### config.mk
export PLATFORM = sky130hd
export DESIGN_NAME = clk_div_multi
export DESIGN_NICKNAME = d
export VERILOG_FILES = /design/src/rtl/clk_div_pkg.sv /design/src/rtl/clk_div_ch.sv /design/src/rtl/clk_div_multi.sv
export SDC_FILE = /design/constraint.sdc
export NUM_CORES = 1
export LEC_CHECK = 0
export ABC_AREA = 1
export BUFFER_PORTS_ARGS = -buffer_cell sky130_fd_sc_hd__buf_2
export CAP_MARGIN = 5
export CORE_MARGIN = 4
export CORE_UTILIZATION = 55
export DETAILED_ROUTE_END_ITERATION = 12
export PLACE_DENSITY = 0.71
export SYNTH_ARGS = -nofsm -noshare
export SYNTH_HDL_FRONTEND = slang
export SYNTH_SLANG_ARGS = --single-unit
### constraint.sdc
create_clock -name clk -period 4.9 [get_ports clk]
set_input_delay 0.98 -clock clk [delete_from_list [all_inputs] [get_ports clk]]
set_output_delay 0.98 -clock clk [all_outputs]
set_load 0.05 [all_outputs]
### src/rtl/clk_div_pkg.sv
// +--------------------------------------------------------------------+
// | clk_div_pkg : shared types and helpers for the clk_div_multi block  |
// | Optional feature macro (users): CLK_DIV_MULTI_SYNC_EN              |
// | Revision 1.0                                                        |
// +--------------------------------------------------------------------+
`default_nettype none

package clk_div_pkg;

   typedef enum logic [1:0] {
      ST_OFF  = 2'd0,
      ST_RUN  = 2'd1,
      ST_PEND = 2'd2
   } ch_state_e;

   function automatic int cfg_ch_w(input int nch);
      return (nch > 1) ? $clog2(nch) : 1;
   endfunction

endpackage

`default_nettype wire

### src/rtl/clk_div_ch.sv
// +--------------------------------------------------------------------+
// | clk_div_ch : one divider channel (counter, state, div/pdiv)        |
// | Optional macro CLK_DIV_MULTI_SYNC_EN adds i_sync_rst phase align    |
// | Revision 1.0                                                        |
// +--------------------------------------------------------------------+
`default_nettype none

module clk_div_ch
   import clk_div_pkg::*;
#(
   parameter int CNT_W   = 25,
   parameter int DIV_RST = 32
) (
   input  logic             clk,
   input  logic             rst_n,
   input  logic             i_en,
   input  logic             i_upd,
   input  logic [CNT_W-1:0] i_div,
`ifdef CLK_DIV_MULTI_SYNC_EN
   input  logic             i_sync_rst,
`endif
   output logic             o_clk_out,
   output logic             o_tick,
   output logic             o_pend
);

   localparam logic [CNT_W-1:0] C_DIV_INIT = CNT_W'(DIV_RST);

   ch_state_e        state_q, state_d;
   logic [CNT_W-1:0] cnt_q, cnt_d;
   logic [CNT_W-1:0] div_q, div_d;
   logic [CNT_W-1:0] pdiv_q, pdiv_d;
   logic             clk_out_q, clk_out_d;
   logic             tick_q, tick_d;
   logic             w_wrap;

   always_comb begin
      state_d   = state_q;
      cnt_d     = cnt_q;
      div_d     = div_q;
      pdiv_d    = pdiv_q;
      clk_out_d = clk_out_q;
      tick_d    = tick_q;
      w_wrap    = (cnt_q == div_q);

      if (!i_en) begin
         // A same-cycle update wins over committing the old pending value.
         state_d   = ST_OFF;
         cnt_d     = '0;
         clk_out_d = 1'b0;
         tick_d    = 1'b0;
         if (i_upd)
            div_d = i_div;
         else if (state_q == ST_PEND)
            div_d = pdiv_q;
      end
`ifdef CLK_DIV_MULTI_SYNC_EN
      else if (i_sync_rst) begin
         state_d   = ST_RUN;
         cnt_d     = '0;
         clk_out_d = 1'b0;
         tick_d    = 1'b0;
         if (state_q == ST_PEND)
            div_d = pdiv_q;
      end
`endif
      else if (state_q == ST_OFF) begin
         state_d   = ST_RUN;
         cnt_d     = '0;
         clk_out_d = 1'b0;
         tick_d    = 1'b0;
         if (i_upd)
            div_d = i_div;
      end else begin
         if (w_wrap) begin
            cnt_d     = '0;
            clk_out_d = ~clk_out_q;
            tick_d    = 1'b1;
            if (state_q == ST_PEND) begin
               div_d   = pdiv_q;
               state_d = ST_RUN;
            end
         end else begin
            cnt_d  = cnt_q + 1'b1;
            tick_d = 1'b0;
         end
         if (i_upd) begin
            pdiv_d  = i_div;
            state_d = ST_PEND;
         end
      end
   end

   always_ff @(posedge clk or negedge rst_n) begin
      if (!rst_n) begin
         state_q   <= ST_OFF;
         cnt_q     <= '0;
         div_q     <= C_DIV_INIT;
         pdiv_q    <= C_DIV_INIT;
         clk_out_q <= 1'b0;
         tick_q    <= 1'b0;
      end else begin
         state_q   <= state_d;
         cnt_q     <= cnt_d;
         div_q     <= div_d;
         pdiv_q    <= pdiv_d;
         clk_out_q <= clk_out_d;
         tick_q    <= tick_d;
      end
   end

   assign o_clk_out = clk_out_q;
   assign o_tick    = tick_q;
   assign o_pend    = (state_q == ST_PEND);

endmodule

`default_nettype wire

### src/rtl/clk_div_multi.sv
// +--------------------------------------------------------------------+
// | clk_div_multi : NCH independent programmable clock dividers        |
// | Optional macro CLK_DIV_MULTI_SYNC_EN adds the sync_rst input        |
// | Revision 1.0                                                        |
// +--------------------------------------------------------------------+
`default_nettype none

module clk_div_multi
   import clk_div_pkg::*;
#(
   parameter int  NCH     = 4,
   parameter int  CNT_W   = 25,
   parameter int  DIV_RST = 32,
   localparam int C_CH_W  = cfg_ch_w(NCH)
) (
   input  logic              clk,
   input  logic              rst_n,
   input  logic [NCH-1:0]    en,
   input  logic              cfg_valid,
   input  logic [C_CH_W-1:0] cfg_ch,
   input  logic [CNT_W-1:0]  cfg_div,
`ifdef CLK_DIV_MULTI_SYNC_EN
   input  logic              sync_rst,
`endif
   output logic              cfg_ready,
   output logic [NCH-1:0]    clk_out,
   output logic [NCH-1:0]    tick
);

   logic [NCH-1:0] w_pend;
   logic [NCH-1:0] w_upd;

   // Out-of-range channel numbers leave cfg_ready high and decode to nothing.
   always_comb begin
      cfg_ready = 1'b1;
      w_upd     = '0;
      for (int i = 0; i < NCH; i++) begin
         if (int'(cfg_ch) == i) begin
            cfg_ready = ~w_pend[i];
            w_upd[i]  = cfg_valid & ~w_pend[i];
         end
      end
   end

   for (genvar i = 0; i < NCH; i++) begin : g_ch
      clk_div_ch #(
         .CNT_W   (CNT_W),
         .DIV_RST (DIV_RST)
      ) u_ch (
         .clk        (clk),
         .rst_n      (rst_n),
         .i_en       (en[i]),
         .i_upd      (w_upd[i]),
         .i_div      (cfg_div),
`ifdef CLK_DIV_MULTI_SYNC_EN
         .i_sync_rst (sync_rst),
`endif
         .o_clk_out  (clk_out[i]),
         .o_tick     (tick[i]),
         .o_pend     (w_pend[i])
      );
   end

endmodule

`default_nettype wire

==> impl_metrics.csv, run 1 <==
group,metric,value,unit
status,status,"completed",
synth,synth_edf_count,0,
routing,drt_wl_total,45900,um
routing,first_iter_violations,1274,
grt,grt_pass1_wl,77100,um
pwr,peakVddDrop,300,uV
synth,synth_area_leaders,"dfrtp_1 (43%), nand2_1 (20%), o21ai_0 (6.2%)",
sta,finClkSkew,0.0184,ns
clock_tree,post_cts_resized,0,
final_layout,syn_to_final_growth,7.30,%
synth,seq_area_frac_synth,44.3,%
routing,drtPass1Iterations,5,
sta,setup_tns,0,ns
synth,avgSynthCellArea,7.14,um^2
synth,async_flop_share,100,%
sta,final.min_clock_period,3.17,ns
synth,synth.top_cell.area_share,43.1,%
floorplan,core,0.0318,mm^2
floorplan,dieWidth,188,um
synth,syn_inst,2506,
synth,syn_area,0.0179,mm^2
setup_path,required,3.92,ns
synth,yosysMostFrequentCell,"nand2_1",
clock_tree,clock_latency,0.53,ns
setup_path,crit_path_start_kind,"flip-flop",
floorplan,io_pins,43,
sta,setup_viol,0,
placed_design,place_hpwl,30600,um
routing,viasPerCell,5.35,
clock_tree,cts_tree,"done",
final_layout,fin_nets,2527,
setup_path,path_class,"flip-flop to output port",
sta,hold_viol_final,0,
placed_design,place_congestion,0.915,
clock_tree,path_clk_slew,0.06,ns
clock_tree,cts-htree-levels,2,
grt,track_usage,26.1,%
clock_tree,cts_sinks,316,
grt,grt_max_degree,116,
synth,synth_seq_cells,316,
placed_design,port_buffers,42,
sta,slew_violations,0,
sta,rsz0062_at_grt,"false",
clock_tree,cts_made_buffers,36,
floorplan,die_y,188,um
setup_path,critical_path.endpoint_type,"output port",
sta,max_slew_margin,22.4,%
final_layout,antenna_cells,0,
sta,min_period_over_period,64.6,%
flow_run,drv_cap,0,
floorplan,num_rows,65,
grt,grt_pass1_vias,15500,
grt,overflow,0,
clock_tree,cts-hold-fix-buffers,0,
sta,fmaxAchievable,0.316,GHz
synth,synth_ff_type,"dfrtp_1",
pwr,pwr_density_cell,405,mW/mm^2
final_layout,final_util,60.3,%
floorplan,start_util,56.2,%
pwr,p_leak,9.31,nW
min_path,hold_class,"flip-flop to flip-flop",
floorplan,die_area,0.0355,mm^2
clock_tree,postCtsSetupRepairBufs,0,
synth,yosysWarnings,0,
routing,drc,0,
setup_path,crit_arrival,2.19,ns
final_layout,fill_cells,2914,
clock_tree,clk_path_buf_depth,3,
routing,wl_per_cell,15.6,um
setup_path,crit_fanout,41,
final_layout,drive_gt1_share,7.43,%
synth,yosys.area.top_type,"dfrtp_1",
synth,synth_cell_type_count,33,
synth,syn-num-nets,2544,
synth,synth_commonest_cells,"nand2_1 (931), dfrtp_1 (308), nor2_1 (233)",
routing,vias,15800,
grt,antenna_found_initial,2,
clock_tree,cts_root_buf,"clkbuf_16",
sta,worst_pin_slew,1.16,ns
routing,drtAntennaViolNets,0,
critical path, stage by stage, from the launching register on:
cell	delay, ns
dfrtp_1	0.39
inv_2	0.05
nor2_2	0.06
buf_4	0.39
nor3_2	0.08
or4_1	0.42
buf_2	0.23
area by class of cell:
type / instances / area [um^2] / area share (%)
multi-input combinational: 1850 / 8390 / 43.7
inverter: 225 / 845 / 4.40
tap: 435 / 544 / 2.84
sequential: 316 / 7920 / 41.3
timing repair buffer: 60 / 368 / 1.92
clock inverter: 10 / 57.6 / 0.300
clock buffer: 55 / 1060 / 5.54
registers in the layout, summed over array words and instances, names as in the netlist:
register	count
g_ch.u_ch.div_q	100
g_ch.u_ch.o_tick	4
g_ch.u_ch.pdiv_q	100
g_ch.u_ch.cnt_q	100
g_ch.u_ch.o_clk_out	4
g_ch.u_ch.state_q	8
cells in the final DEF, fill, tap and decap left out, types with 11 or more instances in the layout:
cell type / n
inv_1: 207
clkbuf_16: 37
nor3_1: 56
buf_2: 41
a21oi_1: 18
xor2_1: 56
nand2_1: 930
nand4_1: 26
buf_4: 17
nor2_1: 233
xnor2_1: 39
dfrtp_1: 308
nor2_2: 19
o21ai_1: 40
inv_2: 18
nand3_1: 169
o21ai_0: 222
clkbuf_1: 11
layer usage:
| layer | vias up | global-route usage (%) | wire (um) | part of all wire [%] |
|---|---|---|---|---|
| met5 | - | 0 | 11 | 0.024 |
| li1 | 7827 | - | - | - |
| met1 | 7461 | 35.2 | 20000 | 44 |
| met2 | 409 | 44.4 | 22200 | 48 |
| met3 | 77 | 3.13 | 2520 | 5.5 |
| met4 | 2 | 8.02 | 1230 | 2.7 |
power breakdown:
group	internal (mW)	total, mW	leakage [nW]	switching (mW)
Sequential	3.11	3.50	4.12	0.392
Clock	1.50	2.58	0.560	1.08
Combinational	0.644	1.69	4.63	1.04
Total	5.25	7.77	9.31	2.52
kinds of logic (layout without fill, tap and decap cells):
group | Yosys count | count (layout) | share of synthesized area, %
DFF | 316 | 316 | 44.3
buffers and inverters | 340 | 350 | 8.80
AOI/OAI and AO/OA | 284 | 284 | 7.98
xor gates and xnor gates | 95 | 95 | 4.65
and+or+nand+nor | 1467 | 1467 | 34.0
adders and majority gates | 4 | 4 | 0.280
through the flow:
stage	instances	power, mW	cell area [um^2]	hold slack [ns]	worst slack (ns)
3_3_place_gp	2886	5.14	18100	0.467	1.76
4_1_cts	2951	7.82	19200	0.487	1.75
3_5_place_dp	2886	5.22	18100	0.473	1.65
6_report	2951	7.77	19200	0.484	1.73
2_1_floorplan	2506	4.80	17900	0.453	2.04
5_1_grt	2951	8.29	19200	0.506	1.62
path summary, 6_finish.rpt:
check	startpoint	endpoint	slack [ns]	cells after the start
max reg2reg	g_ch[1].u_ch.state_q[1]	g_ch[1].u_ch.div_q[12]	2.15	9
max	g_ch[1].u_ch.state_q[1]	cfg_ready	1.73	6
min reg2reg	g_ch[0].u_ch.pdiv_q[3]	g_ch[0].u_ch.pdiv_q[3]	0.48	2
min in group asynchronous	rst_n	g_ch[2].u_ch.pdiv_q[20]	0.52	1
min	g_ch[0].u_ch.pdiv_q[3]	g_ch[0].u_ch.pdiv_q[3]	0.48	2
max in group asynchronous	rst_n	g_ch[3].u_ch.pdiv_q[5]	3.23	2
No activity file was read; power rests on OpenSTA's default activity.
==> inputs of run 2 (changes only) <==
Settings changed: PLACE_DENSITY 0.71 to 0.74.
Clock period 4.9 ns to 2.6 ns, I/O delays scaled along.
==> impl_metrics.csv, run 2 (synthesis results as in run 1) <==
group,metric,value,unit
placed_design,place_inst,2904,
clock_tree,path_clk_slew,0.06,ns
final_layout,syn_to_final_growth,9.14,%
sta,finClkSkew,0.0168,ns
sta,hold_viol_final,0,
floorplan,die_area,0.0355,mm^2
placed_design,place_hpwl,32200,um
sta,min_period_over_period,95.4,%
clock_tree,cts_root_buf,"clkbuf_16",
grt,track_usage,26.3,%
grt,grtUsageMet1,37.9,%
setup_path,required,2.08,ns
sta,max_slew_margin,59.8,%
routing,first_iter_violations,1489,
setup_path,critical_path.endpoint_type,"output port",
final_layout,final_cell_mix,"nand2_1 (931), dfrtp_1 (308), nor2_1 (233), o21ai_0 (222), inv_1 (207)",
setup_path,path_buf_inv,2,
min_path,hold_path_depth,3,
placed_design,dpl_cell_area,0.0183,mm^2
floorplan,die_y,188,um
floorplan,dieWidth,188,um
routing,wl_per_cell,15.7,um
final_layout,final_util,61.4,%
setup_path,r2r_start,"g_ch[2].u_ch.cnt_q[13]",
min_path,min_from,"en[3]",
routing,drtPass1Iterations,5,
sta,slew_violations,0,
sta,rsz0062_at_grt,"false",
clock_tree,cts_sinks,316,
setup_path,crit_arrival,1.96,ns
floorplan,num_rows,65,
routing,vias,16000,
floorplan,io_pins,43,
sta,setup_viol,0,
grt,met2_usage,41.9,%
routing,drtAntennaViolNets,0,
placed_design,pre_cts_slack,0.444,ns
clock_tree,cts-htree-levels,2,
floorplan,core,0.0318,mm^2
floorplan,start_util,56.2,%
pwr,peakVddDrop,522,uV
pwr,pwr_density_cell,767,mW/mm^2
clock_tree,clock_latency,0.52,ns
setup_path,crit_fanout,3,
flow_run,drv_cap,0,
grt,grt_pass1_vias,15000,
clock_tree,cts_made_buffers,36,
pwr,power,15.0,mW
final_layout,fin_cells,2970,
grt,antenna_found_initial,1,
setup_path,r2r_end,"g_ch[2].u_ch.div_q[13]",
sta,setup_tns,0,ns
final_layout,fin_nets,2546,
setup_path,reg2reg_depth,11,
placed_design,port_buffers,42,
final_layout,finalInstanceArea,0.0195,mm^2
grt,grt_pass1_wl,77100,um
setup_path,critPathTopFamily,"simple AND/OR/NAND/NOR gates",
placed_design,place_congestion,0.947,
min_path,hold_class,"input pin to flip-flop",
setup_path,crit_path_start_kind,"flip-flop",
sta,hold_slack,0.326,ns
setup_path,path_depth,5,
clock_tree,clk_path_buf_depth,3,
grt,grt_max_degree,63,
grt,overflow,0,
setup_path,worstPathCellList,"inv_1 -> nor2_4 -> nor3_2 -> or4_1 -> buf_2",
routing,viasPerCell,5.38,
status,status,"completed",
pwr,p_leak,9.46,nW
sta,final.min_clock_period,2.48,ns
clock_tree,postCtsSetupRepairBufs,0,
setup_path,r2r_slack,0.46,ns
sta,fmaxAchievable,0.403,GHz
final_layout,reg.largest.list,"g_ch.u_ch.cnt_q: 100 flops, g_ch.u_ch.div_q: 100 flops, g_ch.u_ch.pdiv_q: 100 flops",
final_layout,fill_cells,2853,
setup_path,path_class,"flip-flop to output port",
routing,drt_wl_total,46700,um
final_layout,antenna_cells,0,
routing,drc,0,
grt,grtUsageMet3,4.15,%
final_layout,final_common_cell,"nand2_1",
setup_path,critPathMaxStageDelay,0.51,ns
min_path,min_to,"g_ch[3].u_ch.state_q[1]",
setup_path,critPathSlowestCell,"or4_1",
sta,setup_slack,0.121,ns
sta,worst_pin_slew,0.603,ns
clock_tree,cts_tree,"done",
grt,top_usage_layer,"met2",
final_layout,drive_gt1_share,7.97,%
[run 2: layout make-up]
class                   count  area (um^2)  area share [%]
well taps                 435          544            2.79
multi-input cells        1850         8400            43.0
clock buffers              61         1140            5.83
flip-flops and latches    316         7920            40.6
clock inverters             4         58.8           0.301
repair buffers             79          613            3.14
inverters                 225          845            4.33
[run 2: worst min-delay path, delay by kind of cell]
family                 cells  cell delay [ns]
AND/OR/NAND/NOR            2             0.14
buffers and inverters      1             0.14
[run 2: worst max-delay path by stage]
stage / start / to / slack [ns]
final: g_ch[0].u_ch.state_q[1] / cfg_ready / 0.12
after global routing: g_ch[3].u_ch.state_q[1] / cfg_ready / 0.06
after CTS: g_ch[3].u_ch.state_q[1] / cfg_ready / 0.04
after floorplan: cfg_ch[0] / cfg_ready / 0.66
after detailed placement: cfg_ch[1] / g_ch[0].u_ch.pdiv_q[23] / 0.44
after global placement: cfg_ch[1] / g_ch[0].u_ch.pdiv_q[23] / 0.52
[run 2: metal layers]
layer  wire [um]  part of all wire (%)  vias up
met2       21400                    46      542
met4        1270                   2.7        0
li1            -                     -     7884
met1       20500                    44     7461
met3        3520                   7.5       83
met5           0                     0        -
[run 2: repair_timing]
item / CTS / global route
hold endpoints to repair: 54 / 0
setup endpoints to repair: 0 / 1
hold buffers: 1 / 0
resized for setup: 0 / 2
[run 2: where the power goes]
part           internal (mW)  switching, mW
Clock                   3.07           2.00
Sequential              5.86          0.745
Combinational           1.26           2.03
